<file path="src/rtl/cordic_job_scheduler_if.sv">
// ---------------------------------------------------------------------------
// cordic_job_scheduler_if
// Bundles the requester-side and core-side handshake buses of the CORDIC
// job scheduler.
//   req_valid/req_data/req_ready : per-requester operand channel
//   rsp_valid/rsp_data/rsp_ready : per-requester result channel
//   cordic_in/cordic_valid_in    : issue port toward the CORDIC core
//   cordic_out/cordic_valid_out  : in-order result port from the core
// Modports: master = requesters + core model, slave = scheduler.
// req_data/rsp_data are packed [NREQ-1:0][DW-1:0]; lane i sits at
// bits [i*DW +: DW] of the flattened vector.
// ---------------------------------------------------------------------------
interface cordic_job_scheduler_if #(
   parameter int NREQ = 4,
   parameter int DW   = 32
);
   logic [NREQ-1:0]         req_valid;
   logic [NREQ-1:0][DW-1:0] req_data;
   logic [NREQ-1:0]         req_ready;
   logic [NREQ-1:0]         rsp_valid;
   logic [NREQ-1:0][DW-1:0] rsp_data;
   logic [NREQ-1:0]         rsp_ready;
   logic [DW-1:0]           cordic_in;
   logic                    cordic_valid_in;
   logic                    cordic_valid_out;
   logic [DW-1:0]           cordic_out;

   modport master (
      output req_valid, req_data, rsp_ready, cordic_valid_out, cordic_out,
      input  req_ready, rsp_valid, rsp_data, cordic_in, cordic_valid_in
   );

   modport slave (
      input  req_valid, req_data, rsp_ready, cordic_valid_out, cordic_out,
      output req_ready, rsp_valid, rsp_data, cordic_in, cordic_valid_in
   );
endinterface

</file>
<file path="src/rtl/cordic_job_scheduler.sv">
// ---------------------------------------------------------------------------
// cordic_job_scheduler
// Shares one in-order CORDIC core among NREQ requesters. Operands are
// round-robin arbitrated and issued one per cycle; the granted requester id
// is pushed into an in-order tag FIFO so each core result is routed back to
// the requester that issued it. Also flags orphan results (no outstanding
// tag) and a stalled oldest job (watchdog).
// Ports:
//   HCLK, HRESETn : clock, synchronous active-low reset
//   bus           : cordic_job_scheduler_if.slave (requester + core buses)
//   busy          : some requester has a job issued or a result unconsumed
//   err_orphan    : sticky, core result arrived with the tag FIFO empty
//   err_timeout   : sticky, oldest outstanding job waited TIMEOUT cycles
// ---------------------------------------------------------------------------

// Per-requester slot: tracks the in-flight flag and holds the result
// register until the requester consumes it.
//   grant_i     : request handshake this cycle
//   rsp_ready_i : requester consumes its result
//   load_i      : core result for this requester arrives this cycle
//   result_i    : core result data
//   pending_o   : job issued and result not yet consumed
//   rsp_valid_o : result register holds a result
//   rsp_data_o  : result register
module cordic_job_slot #(
   parameter int DW = 32
) (
   input  logic          HCLK,
   input  logic          HRESETn,
   input  logic          grant_i,
   input  logic          rsp_ready_i,
   input  logic          load_i,
   input  logic [DW-1:0] result_i,
   output logic          pending_o,
   output logic          rsp_valid_o,
   output logic [DW-1:0] rsp_data_o
);
   logic          pending_q, pending_d;
   logic          rsp_valid_q, rsp_valid_d;
   logic [DW-1:0] rsp_data_q, rsp_data_d;
   logic          rsp_hs;

   assign rsp_hs = rsp_valid_q & rsp_ready_i;

   // A grant and a response handshake never coincide on one slot: a slot
   // can only be granted while it has nothing pending.
   always_comb begin
      pending_d   = (pending_q | grant_i) & ~rsp_hs;
      rsp_valid_d = rsp_valid_q & ~rsp_hs;
      rsp_data_d  = rsp_data_q;
      if (load_i) begin
         rsp_valid_d = 1'b1;
         rsp_data_d  = result_i;
      end
   end

   always_ff @(posedge HCLK) begin
      if (!HRESETn) begin
         pending_q   <= 1'b0;
         rsp_valid_q <= 1'b0;
         rsp_data_q  <= '0;
      end else begin
         pending_q   <= pending_d;
         rsp_valid_q <= rsp_valid_d;
         rsp_data_q  <= rsp_data_d;
      end
   end

   assign pending_o   = pending_q;
   assign rsp_valid_o = rsp_valid_q;
   assign rsp_data_o  = rsp_data_q;
endmodule

module cordic_job_scheduler #(
   parameter int NREQ    = 4,
   parameter int DW      = 32,
   parameter int TIMEOUT = 1024
) (
   input  logic                   HCLK,
   input  logic                   HRESETn,
   cordic_job_scheduler_if.slave  bus,
   output logic                   busy,
   output logic                   err_orphan,
   output logic                   err_timeout
);
   localparam int TW = (NREQ > 1) ? $clog2(NREQ) : 1;
   localparam int CW = $clog2(NREQ + 1);
   localparam int WW = $clog2(TIMEOUT + 1);
   localparam logic [WW-1:0] WD_MAX = WW'(TIMEOUT);

   typedef logic [TW-1:0] tag_t;

   // Pointer increment with wrap at NREQ (NREQ need not be a power of two).
   function automatic tag_t wrap_inc(tag_t p);
      return (int'(p) == NREQ - 1) ? '0 : p + tag_t'(1);
   endfunction

   // ------------------------------------------------------------------
   // State
   // ------------------------------------------------------------------
   tag_t                    rr_q, rr_d;
   tag_t [NREQ-1:0]         fifo_q;
   tag_t                    wr_q, wr_d;
   tag_t                    rd_q, rd_d;
   logic [CW-1:0]           cnt_q, cnt_d;
   logic [WW-1:0]           wd_q, wd_d;
   logic [DW-1:0]           cin_q, cin_d;
   logic                    cvld_q, cvld_d;
   logic                    orph_q, orph_d;
   logic                    tmo_q, tmo_d;

   logic [NREQ-1:0]         pending;
   logic [NREQ-1:0]         rsp_valid;
   logic [NREQ-1:0][DW-1:0] rsp_data;
   logic [NREQ-1:0]         load;

   // ------------------------------------------------------------------
   // Round-robin arbiter: scan upward from rr_q with wrap, first eligible
   // requester wins. Purely a function of registered state and req_valid.
   // ------------------------------------------------------------------
   logic [NREQ-1:0] eligible, grant;
   logic            gnt_any;
   tag_t            gnt_idx;

   assign eligible = bus.req_valid & ~pending;

   always_comb begin
      tag_t idx;
      grant   = '0;
      gnt_any = 1'b0;
      gnt_idx = '0;
      idx     = rr_q;
      for (int k = 0; k < NREQ; k++) begin
         if (!gnt_any && eligible[idx]) begin
            gnt_any    = 1'b1;
            gnt_idx    = idx;
            grant[idx] = 1'b1;
         end
         idx = wrap_inc(idx);
      end
   end

   assign rr_d = gnt_any ? wrap_inc(gnt_idx) : rr_q;

   // ------------------------------------------------------------------
   // Tag FIFO. Each requester has at most one job in flight, so NREQ
   // entries always suffice. A result with the FIFO empty has no owner:
   // it is dropped and flagged. No empty-FIFO bypass for a same-cycle push.
   // ------------------------------------------------------------------
   logic fifo_empty, push, pop;
   tag_t head;

   assign fifo_empty = (cnt_q == '0);
   assign push       = gnt_any;
   assign pop        = bus.cordic_valid_out && !fifo_empty;
   assign head       = fifo_q[rd_q];
   assign wr_d       = push ? wrap_inc(wr_q) : wr_q;
   assign rd_d       = pop  ? wrap_inc(rd_q) : rd_q;

   always_comb begin
      cnt_d = cnt_q;
      if (push && !pop)
         cnt_d = cnt_q + CW'(1);
      else if (pop && !push)
         cnt_d = cnt_q - CW'(1);
   end

   // ------------------------------------------------------------------
   // Watchdog on the oldest outstanding job: restarts whenever the head
   // retires or nothing is outstanding, saturates at TIMEOUT.
   // ------------------------------------------------------------------
   always_comb begin
      wd_d = wd_q;
      if (fifo_empty || pop)
         wd_d = '0;
      else if (wd_q != WD_MAX)
         wd_d = wd_q + WW'(1);
   end

   assign orph_d = orph_q | (bus.cordic_valid_out && fifo_empty);
   assign tmo_d  = tmo_q  | (wd_d == WD_MAX);

   // Issue register: operand captured in the grant cycle, strobe one cycle
   // later; the operand is left stale while idle.
   assign cin_d  = gnt_any ? bus.req_data[gnt_idx] : cin_q;
   assign cvld_d = gnt_any;

   always_ff @(posedge HCLK) begin
      if (!HRESETn) begin
         rr_q   <= '0;
         fifo_q <= '0;
         wr_q   <= '0;
         rd_q   <= '0;
         cnt_q  <= '0;
         wd_q   <= '0;
         cin_q  <= '0;
         cvld_q <= 1'b0;
         orph_q <= 1'b0;
         tmo_q  <= 1'b0;
      end else begin
         rr_q   <= rr_d;
         wr_q   <= wr_d;
         rd_q   <= rd_d;
         cnt_q  <= cnt_d;
         wd_q   <= wd_d;
         cin_q  <= cin_d;
         cvld_q <= cvld_d;
         orph_q <= orph_d;
         tmo_q  <= tmo_d;
         if (push)
            fifo_q[wr_q] <= gnt_idx;
      end
   end

   // ------------------------------------------------------------------
   // Per-requester slots
   // ------------------------------------------------------------------
   for (genvar i = 0; i < NREQ; i++) begin : g_slot
      assign load[i] = pop && (head == tag_t'(i));

      cordic_job_slot #(.DW(DW)) u_slot (
         .HCLK        (HCLK),
         .HRESETn     (HRESETn),
         .grant_i     (grant[i]),
         .rsp_ready_i (bus.rsp_ready[i]),
         .load_i      (load[i]),
         .result_i    (bus.cordic_out),
         .pending_o   (pending[i]),
         .rsp_valid_o (rsp_valid[i]),
         .rsp_data_o  (rsp_data[i])
      );
   end

   // ------------------------------------------------------------------
   // Outputs
   // ------------------------------------------------------------------
   assign bus.req_ready       = grant;
   assign bus.rsp_valid       = rsp_valid;
   assign bus.rsp_data        = rsp_data;
   assign bus.cordic_in       = cin_q;
   assign bus.cordic_valid_in = cvld_q;
   assign busy                = |pending;
   assign err_orphan          = orph_q;
   assign err_timeout         = tmo_q;
endmodule

</file>
<file path="src/flat_wrapper.sv">
// flat-port wrapper written by rule: the top's interface ports become plain ports
module cordic_job_scheduler_flat 
#(
   parameter int NREQ    = 4,
   parameter int DW      = 32,
   parameter int TIMEOUT = 1024
)
  (HCLK, HRESETn, busy, err_orphan, err_timeout, bus_req_valid, bus_req_data, bus_rsp_ready, bus_cordic_valid_out, bus_cordic_out, bus_req_ready, bus_rsp_valid, bus_rsp_data, bus_cordic_in, bus_cordic_valid_in);
  cordic_job_scheduler_if #(.NREQ(NREQ), .DW(DW)) bus_i ();
  input  logic HCLK;
  input  logic HRESETn;
  output logic busy;
  output logic err_orphan;
  output logic err_timeout;
  input wire logic [$bits(bus_i.req_valid)-1:0] bus_req_valid;
  input wire logic [$bits(bus_i.req_data)-1:0] bus_req_data;
  input wire logic [$bits(bus_i.rsp_ready)-1:0] bus_rsp_ready;
  input wire logic [$bits(bus_i.cordic_valid_out)-1:0] bus_cordic_valid_out;
  input wire logic [$bits(bus_i.cordic_out)-1:0] bus_cordic_out;
  output wire logic [$bits(bus_i.req_ready)-1:0] bus_req_ready;
  output wire logic [$bits(bus_i.rsp_valid)-1:0] bus_rsp_valid;
  output wire logic [$bits(bus_i.rsp_data)-1:0] bus_rsp_data;
  output wire logic [$bits(bus_i.cordic_in)-1:0] bus_cordic_in;
  output wire logic [$bits(bus_i.cordic_valid_in)-1:0] bus_cordic_valid_in;
  assign bus_i.req_valid = bus_req_valid;
  assign bus_i.req_data = bus_req_data;
  assign bus_i.rsp_ready = bus_rsp_ready;
  assign bus_i.cordic_valid_out = bus_cordic_valid_out;
  assign bus_i.cordic_out = bus_cordic_out;
  assign bus_req_ready = bus_i.req_ready;
  assign bus_rsp_valid = bus_i.rsp_valid;
  assign bus_rsp_data = bus_i.rsp_data;
  assign bus_cordic_in = bus_i.cordic_in;
  assign bus_cordic_valid_in = bus_i.cordic_valid_in;
  cordic_job_scheduler #(.NREQ(NREQ), .DW(DW), .TIMEOUT(TIMEOUT)) u_core (.HCLK(HCLK), .HRESETn(HRESETn), .bus(bus_i), .busy(busy), .err_orphan(err_orphan), .err_timeout(err_timeout));
endmodule
</file>
<file path="config.mk">
export PLATFORM = sky130hd
export DESIGN_NAME = cordic_job_scheduler_flat
export DESIGN_NICKNAME = d
export VERILOG_FILES = /design/src/rtl/cordic_job_scheduler_if.sv /design/src/rtl/cordic_job_scheduler.sv /design/src/flat_wrapper.sv
export SDC_FILE = /design/constraint.sdc
export NUM_CORES = 1
export LEC_CHECK = 0
export ABC_AREA = 1
export BUFFER_PORTS_ARGS = -buffer_cell sky130_fd_sc_hd__buf_2
export CORE_UTILIZATION = 51
export DETAILED_ROUTE_END_ITERATION = 16
export GPL_TIMING_DRIVEN = 0
export PLACE_DENSITY = 0.81
export SETUP_SLACK_MARGIN = 0.15
export SYNTH_ARGS = -nofsm -noshare
export SYNTH_HDL_FRONTEND = slang
export SYNTH_SLANG_ARGS = --single-unit
</file>
<file path="constraint.sdc">
create_clock -name HCLK -period 3.5 [get_ports HCLK]
set_input_delay 0.175 -clock HCLK [delete_from_list [all_inputs] [get_ports HCLK]]
set_output_delay 0.175 -clock HCLK [all_outputs]
set_load 0.005 [all_outputs]
</file>
==> results of run 1 <==
[area by class of cell]
type	instances	area (µm²)	share of cell area (%)
diodes	1	2.50	0.0201
flip-flops and latches	199	3990	32.0
repair buffers	342	1720	13.8
clock buffers	18	439	3.53
clock inverters	14	176	1.42
multi-input cells	857	4130	33.2
well taps	234	293	2.35
plain buffers	93	500	4.02
inverters	320	1200	9.65
[logic make-up (layout without fill, tap and decap cells)]
family,count (synthesis),count (layout),share of synthesized area [%]
buffers and inverters,413,787,17.3
and+or+nand+nor,553,553,24.7
other,0,1,0
AOI/OAI and AO/OA,281,281,14.7
xor gates and xnor gates,7,7,0.625
adders and majority gates,16,16,2.12
DFF,199,199,40.6
[state kept, by name, summed over array words and instances (netlist names)]
register                          cells
u_core.bus.cordic_in                 32
u_core.bus.cordic_valid_in            1
u_core.cnt_q                          3
u_core.err_orphan                     1
u_core.err_timeout                    1
u_core.fifo_q                         8
u_core.g_slot.u_slot.pending_o        4
u_core.g_slot.u_slot.rsp_data_o     128
u_core.g_slot.u_slot.rsp_valid_o      4
u_core.rd_q                           2
u_core.rr_q                           2
u_core.wd_q                          11
u_core.wr_q                           2
[power groups by stage]
stage	clock network, mW	logic [mW]	registers, mW
3_5_place_dp	0	7.12	3.26
5_1_grt	2.13	8.05	3.30
2_1_floorplan	0	4.93	3.27
4_1_cts	2.04	7.17	3.22
6_report	2.02	7.24	3.23
3_3_place_gp	0	6.99	3.25
[path summary, 6_finish.rpt]
| kind | slack, ps | from | cells after the start | to |
|---|---|---|---|---|
| worst min register to register | 440 | u_core.err_timeout | 2 | u_core.err_timeout |
| worst min-delay path | 10 | bus_rsp_ready[3] | 4 | u_core.g_slot[3].u_slot.rsp_valid_o |
| worst max-delay path | 490 | u_core.rr_q[1] | 18 | u_core.cnt_q[2] |
| worst max register to register | 490 | u_core.rr_q[1] | 18 | u_core.cnt_q[2] |
[cell usage after synthesis (9+ instances only)]
cell | n | share of area, %
a21oi_1 | 118 | 6.0
buf_2 | 22 | 1.1
buf_4 | 9 | 0.69
buf_6 | 11 | 1.3
clkbuf_1 | 49 | 1.9
dfxtp_1 | 199 | 41
ha_1 | 15 | 1.9
inv_1 | 314 | 12
nand2_1 | 207 | 7.9
nand3_1 | 214 | 11
nor2_1 | 108 | 4.1
o21ai_0 | 152 | 7.8
[metal layers]
metal	track usage, %	vias up	wire, µm
met4	16.4	0	1400
met2	55.6	518	14800
met3	6.49	100	2280
met1	35.3	4756	12200
li1	-	5305	-
met5	0	-	0
[repair_timing]
action | CTS | global route
buffers inserted | 0 | 0
endpoints found under the setup margin | 2 | 3
resized for setup | 2 | 6
hold buffers | 1 | 0
hold endpoints to repair | 1 | 0
[per-stage QoR]
| stage | cell area, µm² | TNS (ps) | util [%] | hold slack, ps |
|---|---|---|---|---|
| floorplan | 9810 | 0 | - | 338 |
| global placement | 11800 | -8.10 | 62.9 | 430 |
| detailed placement | 11800 | -105 | 62.9 | 434 |
| CTS | 12400 | 0 | 66.3 | 6.14 |
| global route | 12400 | 0 | 66.3 | 32.4 |
| finish | 12500 | 0 | 66.3 | 14.5 |
[critical path, delay by kind of cell, from the launching register on]
kind / cells / cell delay (ps)
buf+inv: 5 / 640
flops: 1 / 400
fa+ha+maj: 3 / 910
compound gates: 2 / 220
simple gates: 8 / 770
==> impl_metrics.yaml, run 1 <==
placement:
  dp_cells: 2044
  io_buffers: 341
  gp_congestion: 0.924
  place_ws_ps: -105
  hpwl_um: 23900
pwr:
  switchingPower_mw: 5.86
  p_per_area_mw_per_mm2: 1000
  swShare_pct: 46.9
  p_int_mw: 6.63
  power_mw: 12.5
  leakage_nw: 6.78
  pwr-share-clk_pct: 16.2
  power_frac_seq_pct: 25.9
  combPwrFrac_pct: 57.9
  peakVddDrop_mv: 1.00
logic_synthesis:
  syn_inst: 1469
  ys.warnings.count: 0
  ys_ff_latch: 199
  netlist_area_mm2: 0.00981
  ys_seq_area_share_pct: 40.6
  syn_nets: 1656
  synthArstFlopShare_pct: 0
  syn_area_per_cell_um2: 6.68
  ys.flop_type: "dfxtp_1"
  yosysUniqueCellTypes: 33
  synth-edff-count: 0
sta:
  setup_violations: 0
  period_share_pct: 85.9
  worst_pin_slew_ps: 759
  fmax_mhz: 333
  fin_skew_ps: 14.2
  timing.final.crit_period_ps: 3010
  rsz0062_at_grt: "no"
  layout_setup_ws_ps: 495
  hold_viol_final: 0
  worst_slew_margin_rel_pct: 49.4
  drv_slew: 0
detailed_routing:
  routed_wl_um: 30700
  wl_per_cell_um: 14.8
  ant_nets: 0
  drc_errors: 0
  vias_per_cell: 5.14
  drt_first_iter_violations: 669
  firstDrtPassIters: 9
  vias: 10700
min_path:
  hp-class: "in2reg"
die:
  die_area_mm2: 0.0198
  core_mm2: 0.0188
  die_y_um: 141
  row_count: 50
  io_pins: 343
  die_w_um: 141
  floorplan.initialDensity_pct: 52.3
setup_path:
  path_cells: "inv_1, ha_1, inv_1, nor2_1, nor2_2, nand2_1, nand2_2, inv_2, nand3_2, buf_6, ha_1, inv_1, fa_1, nor2_1, nor2_1, nand2_1, o21ai_0, a21oi_1"
  cp_data_required_time_ps: 3870
  endpoint_kind: "flop"
  crit_arrival_ps: 3380
  crit_type: "reg2reg"
  start_kind: "flop"
  critPathSlowestCell: "dfxtp_2"
  critPathMaxFanout: 10
  critPathMaxStageDelay_ps: 400
final_layout:
  final_nets: 2017
  num-fill-cells: 1718
  layout_commonest_cell: "buf_2"
  layout_common_cells: "buf_2, inv_1, nand3_1, nand2_1, dfxtp_1"
  final-instance-count-excl-fill: 2078
  syn_to_final_growth_pct: 26.9
  layout-drive-gt1-share_pct: 23.6
global_route:
  grt_pass1_wl_um: 49000
  overflow: 0
  grt_max_degree: 21
  grt_pass1_vias: 9999
  antenna_found_initial: 1
  grt_usage_pct: 31.3
clock_network:
  numCtsBuffers: 17
  htree_levels: 4
  clock_path_buffers: 2
  ctsRootBufferMaster: "clkbuf_16"
  cts.sinks: 199
  cts_tree: "yes"
  cts.clk_slew.worst_paths_ps: 70
  insertion_delay_ps: 440
run:
  drv_cap: 0
status:
  outcome: "finished clean"
(Power assumes the default switching activity.)
==> run 2, diff against run 1 <==
Settings changed: CORE_ASPECT_RATIO from default to 2, CORE_UTILIZATION 51 to 55, PLACE_DENSITY 0.81 to 0.87.
Clock period 3.5 ns to 3.7 ns, I/O delays scaled along.
==> impl_metrics.yaml, run 2 (synthesis gave the netlist of run 1 again) <==
placement:
  place_area_mm2: 0.0118
  place_ws_ps: -15.6
  io_buffers: 341
  hpwl_um: 24900
  gp_congestion: 0.972
die:
  die_w_um: 96.4
  floorplan.initialDensity_pct: 56.5
  die_area_mm2: 0.0184
  die_y_um: 191
  io_pins: 343
  core_mm2: 0.0174
  row_count: 68
final_layout:
  layout_commonest_cell: "buf_2"
  diodes: 0
  largest_register_ffs: 128
  final_nets: 2015
  seqCellArea_mm2: 0.00398
  finalInstanceArea_mm2: 0.0124
  fin_util_pct: 71.2
  num-fill-cells: 1497
  layout-drive-gt1-share_pct: 23.5
  multi_input_comb_area_mm2: 0.00413
  syn_to_final_growth_pct: 26.0
  layout_common_cells: "buf_2, inv_1, nand3_1, nand2_1, dfxtp_1"
global_route:
  antenna_found_initial: 0
  grt_pass1_wl_um: 48400
  overflow: 0
  grt_usage_pct: 34.4
  grt_max_degree: 21
  grt_pass1_vias: 10600
pwr:
  switchingPower_mw: 5.63
  combPwrFrac_pct: 58.3
  power_frac_seq_pct: 25.9
  pwr-share-clk_pct: 15.8
  power_mw: 11.8
  swShare_pct: 47.7
  leakage_nw: 6.76
  p_per_area_mw_per_mm2: 955
  p_int_mw: 6.18
  peakVddDrop_mv: 0.939
run:
  drv_cap: 0
sta:
  worst_slew_margin_rel_pct: 47.9
  fmax_mhz: 299
  worst_pin_slew_ps: 782
  drv_slew: 0
  setup_violations: 0
  timing.final.crit_period_ps: 3340
  layout_setup_ws_ps: 361
  fin_skew_ps: 16.0
  tns_ps: 0
  hold_viol_final: 0
  period_share_pct: 90.3
  rsz0062_at_grt: "no"
detailed_routing:
  drt_first_iter_violations: 518
  routed_wl_um: 31700
  vias: 10700
  vias_per_cell: 5.23
  drc_errors: 0
  firstDrtPassIters: 5
  ant_nets: 0
  wl_per_cell_um: 15.5
setup_path:
  critPathBufInv: 4
  cpMostUsedCell: "nor2_1"
  critPathMaxStageDelay_ps: 560
  path_cells: "inv_2, ha_1, inv_1, nor2_1, nor2_2, nand2_1, nand2_2, inv_2, nand3_2, ha_1, inv_1, fa_1, nor2_1, nor2_1, nand2_1, o21ai_0, a21oi_1"
  cp-startpoint: "u_core.rr_q[0]"
  critPathSlowestCell: "dfxtp_1"
  reg2reg_depth: 17
  path_delay_family: "adder cells"
  rr_endpoint: "u_core.cnt_q[2]"
  rrSetupSlack_ps: 360
  rr_startpoint: "u_core.rr_q[0]"
  path_depth: 17
  cp_data_required_time_ps: 4030
  endpoint_kind: "flop"
  crit_path_end: "u_core.cnt_q[2]"
  crit_arrival_ps: 3670
  crit_type: "reg2reg"
  start_kind: "flop"
  critPathMaxFanout: 17
clock_network:
  cts.clk_slew.worst_paths_ps: 80
  cts_tree: "yes"
  htree_levels: 4
  cts.sinks: 199
  numCtsBuffers: 17
  ctsRootBufferMaster: "clkbuf_16"
  cts_setup_buffers: 0
  cts_hold_buf: 0
  clock_path_buffers: 2
  insertion_delay_ps: 450
min_path:
  hp-class: "in2reg"
status:
  outcome: "finished clean"
run 2: cell count changes in the layout (fill, tap and decap cells not counted), sizes merged:
cell / change
bufinv: -1
buf: -1
clkinv: +1
dlygate4sd3: -1
clkinvlp: -1
diode: -1
inv: +1
run 2: power groups by stage:
stage	Clock, mW	Sequential (mW)	Combinational (mW)
6_report	1.87	3.06	6.88
2_1_floorplan	0	3.10	4.66
3_3_place_gp	0	3.07	6.63
4_1_cts	1.87	3.05	6.81
5_1_grt	1.95	3.12	7.66
3_5_place_dp	0	3.09	6.78
run 2: area by class of cell:
class / count / area share [%]
Buffer: 92 / 3.96
Clock buffer: 18 / 3.55
Clock inverter: 14 / 1.19
Inverter: 320 / 9.71
Multi-Input combinational cell: 857 / 33.4
Sequential cell: 199 / 32.2
Tap cell: 210 / 2.13
Timing Repair Buffer: 341 / 13.8
run 2: stage by stage:
stage	cells	hold WS, ps
after floorplan	1469	348
after global placement	2020	429
after detailed placement	2020	433
after CTS	2051	2.28
after global routing	2051	23.6
final	2051	6.59
run 2: metal layers:
layer | routed length (µm) | track usage [%] | vias up
li1 | - | - | 5280
met3 | 2090 | 7.92 | 155
met4 | 2250 | 26.3 | 0
met1 | 10200 | 28.6 | 4789
met5 | 0 | 0 | -
met2 | 17200 | 65.7 | 503
run 2: worst min-delay path by stage:
stage | from | endpoint | slack [ps] | depth (start not counted)
after floorplan | bus_rsp_ready[0] | u_core.g_slot[0].u_slot.rsp_valid_o | 350 | 3
after global placement | u_core.g_slot[1].u_slot.rsp_data_o[31] | u_core.g_slot[1].u_slot.rsp_data_o[31] | 430 | 2
after detailed placement | u_core.g_slot[0].u_slot.rsp_data_o[25] | u_core.g_slot[0].u_slot.rsp_data_o[25] | 430 | 2
after CTS | bus_rsp_ready[3] | u_core.g_slot[3].u_slot.rsp_valid_o | 2 | 4
after global routing | bus_rsp_ready[1] | u_core.g_slot[1].u_slot.rsp_valid_o | 20 | 4
final | bus_rsp_ready[3] | u_core.g_slot[3].u_slot.rsp_valid_o | 7 | 4
run 2: repair_timing:
| action | CTS | global route |
|---|---|---|
| hold endpoints to repair | 0 | 0 |
| gates resized for setup | 0 | 1 |
| setup endpoints to repair | 2 | 1 |
| pin swaps | 0 | 0 |
run 2: worst register-to-register path, cell delays in order (launching register included):
cell and delay, ps:
dfxtp_1 560, inv_2 190, ha_1 430, inv_1 140, nor2_1 150, nor2_2 60
nand2_1 70, nand2_2 80, inv_2 120, nand3_2 350, ha_1 340, inv_1 100
fa_1 200, nor2_1 50, nor2_1 90, nand2_1 80, o21ai_0 160, a21oi_1 60
==> run 3, diff against run 2 <==
Settings changed: CORE_ASPECT_RATIO 2 to default, GPL_ROUTABILITY_DRIVEN from default to 1.
==> impl_metrics.yaml, run 3 (synthesis gave the netlist of run 1 again) <==
final_layout:
  layout-drive-gt1-share_pct: 23.5
  diodes: 0
  largest_register_ffs: 128
  layout_common_cells: "buf_2, inv_1, nand3_1, nand2_1, dfxtp_1"
  final-instance-count-excl-fill: 2066
  final_nets: 2015
  layout_commonest_cell: "buf_2"
  syn_to_final_growth_pct: 26.5
pwr:
  p_per_area_mw_per_mm2: 952
  pwr-share-clk_pct: 16.1
  power_frac_seq_pct: 25.9
  swShare_pct: 47.0
  leakage_nw: 6.77
  peakVddDrop_mv: 1.17
  combPwrFrac_pct: 58.0
  switchingPower_mw: 5.55
  p_int_mw: 6.26
sta:
  fin_skew_ps: 9.25
  hold_viol_final: 0
  worst_pin_slew_ps: 801
  worst_slew_margin_rel_pct: 46.6
  rsz0062_at_grt: "no"
  setup_violations: 0
  fmax_mhz: 300
  holdWs_ps: 20.1
  drv_slew: 0
  timing.final.crit_period_ps: 3330
  layout_setup_ws_ps: 365
  tns_ps: 0
  period_share_pct: 90.1
detailed_routing:
  wl_per_cell_um: 14.9
  routed_wl_um: 30800
  drt_first_iter_violations: 603
  vias_per_cell: 5.16
  vias: 10700
  drc_errors: 0
  firstDrtPassIters: 5
  ant_nets: 0
min_path:
  min_from: "bus_rsp_ready[1]"
  hp-class: "in2reg"
global_route:
  grt_pass1_vias: 10000
  grt_usage_pct: 33.2
  antenna_found_initial: 0
  grt_pass1_wl_um: 47900
  grt_max_degree: 20
  overflow: 0
placement:
  dp_cells: 2035
  hpwl_um: 23700
  gp_congestion: 1.00
  io_buffers: 341
  place_ws_ps: 144
clock_network:
  cts_setup_buffers: 0
  htree_levels: 4
  cts_hold_buf: 0
  numCtsBuffers: 17
  cts_tree: "yes"
  post_cts_resized: 0
  insertion_delay_ps: 440
  cts.sinks: 199
  cts.clk_slew.worst_paths_ps: 70
  clock_path_buffers: 2
  ctsRootBufferMaster: "clkbuf_16"
die:
  die_y_um: 136
  core_mm2: 0.0174
  row_count: 48
  floorplan.initialDensity_pct: 56.5
  die_area_mm2: 0.0184
  die_w_um: 136
  io_pins: 343
run:
  drv_cap: 0
setup_path:
  critPathMaxFanout: 17
  rr_startpoint: "u_core.rr_q[0]"
  crit_type: "reg2reg"
  start_kind: "flop"
  cp_data_required_time_ps: 4040
  crit_arrival_ps: 3680
  cp-startpoint: "u_core.rr_q[0]"
  rrSetupSlack_ps: 370
  endpoint_kind: "flop"
status:
  outcome: "finished clean"
==> run 3: changes by cell type in the layout (fill, tap and decap cells not counted), sizes merged <==
cell,previous run,this run
clkbuf,67,68
inv,328,327
clkinvlp,1,0
bufinv,0,1
==> run 3: path summary, 6_finish.rpt <==
kind                                                  to  depth (start not counted)
setup / recovery                u_core.bus.cordic_in[19]                         11
hold / removal       u_core.g_slot[1].u_slot.rsp_valid_o                          4
setup reg to reg                u_core.bus.cordic_in[19]                         11
hold reg to reg   u_core.g_slot[0].u_slot.rsp_data_o[29]                          2
==> run 3: cell type report <==
| class | instances | area (µm²) |
|---|---|---|
| fillers | 1472 | 4940 |
| multi-input cells | 857 | 4140 |
| flip-flops and latches | 199 | 3980 |
| repair buffers | 341 | 1710 |
| inverters | 320 | 1200 |
| plain buffers | 92 | 489 |
| clock buffers | 19 | 453 |
| well taps | 225 | 282 |
| clock inverters | 13 | 156 |
==> run 3: power by group through the flow <==
stage                     Clock (mW)  Combinational [mW]  Sequential, mW
after global routing            2.01                7.63            3.12
after CTS                       1.90                6.74            3.06
final                           1.90                6.85            3.07
after global placement             0                6.55            3.08
after detailed placement           0                6.70            3.09
after floorplan                    0                4.66            3.10
==> run 3: routing by layer <==
layer / share of wire, % / track usage [%]
met3: 7.6 / 7.26
met2: 49 / 58.4
met5: 0 / 0
met4: 5.5 / 21.0
met1: 38 / 35.9
==> run 3: worst max-delay path, stage by stage, from the launching register on <==
cell and delay [ps]:
dfxtp_1 550, inv_2 190, ha_1 420, inv_1 130
o21ai_0 380, inv_1 140, nand3_4 240, buf_4 220
buf_1 510, nand3_1 300, nand2_1 120, inv_1 40
==> run 3: through the flow <==
step / utilization, % / power [mW] / area [µm²]
3_5_place_dp: 68.0 / 9.80 / 11800
4_1_cts: 71.5 / 11.7 / 12400
3_3_place_gp: 68.0 / 9.63 / 11800
5_1_grt: 71.5 / 12.8 / 12400
2_1_floorplan: - / 7.76 / 9810
6_report: 71.5 / 11.8 / 12400
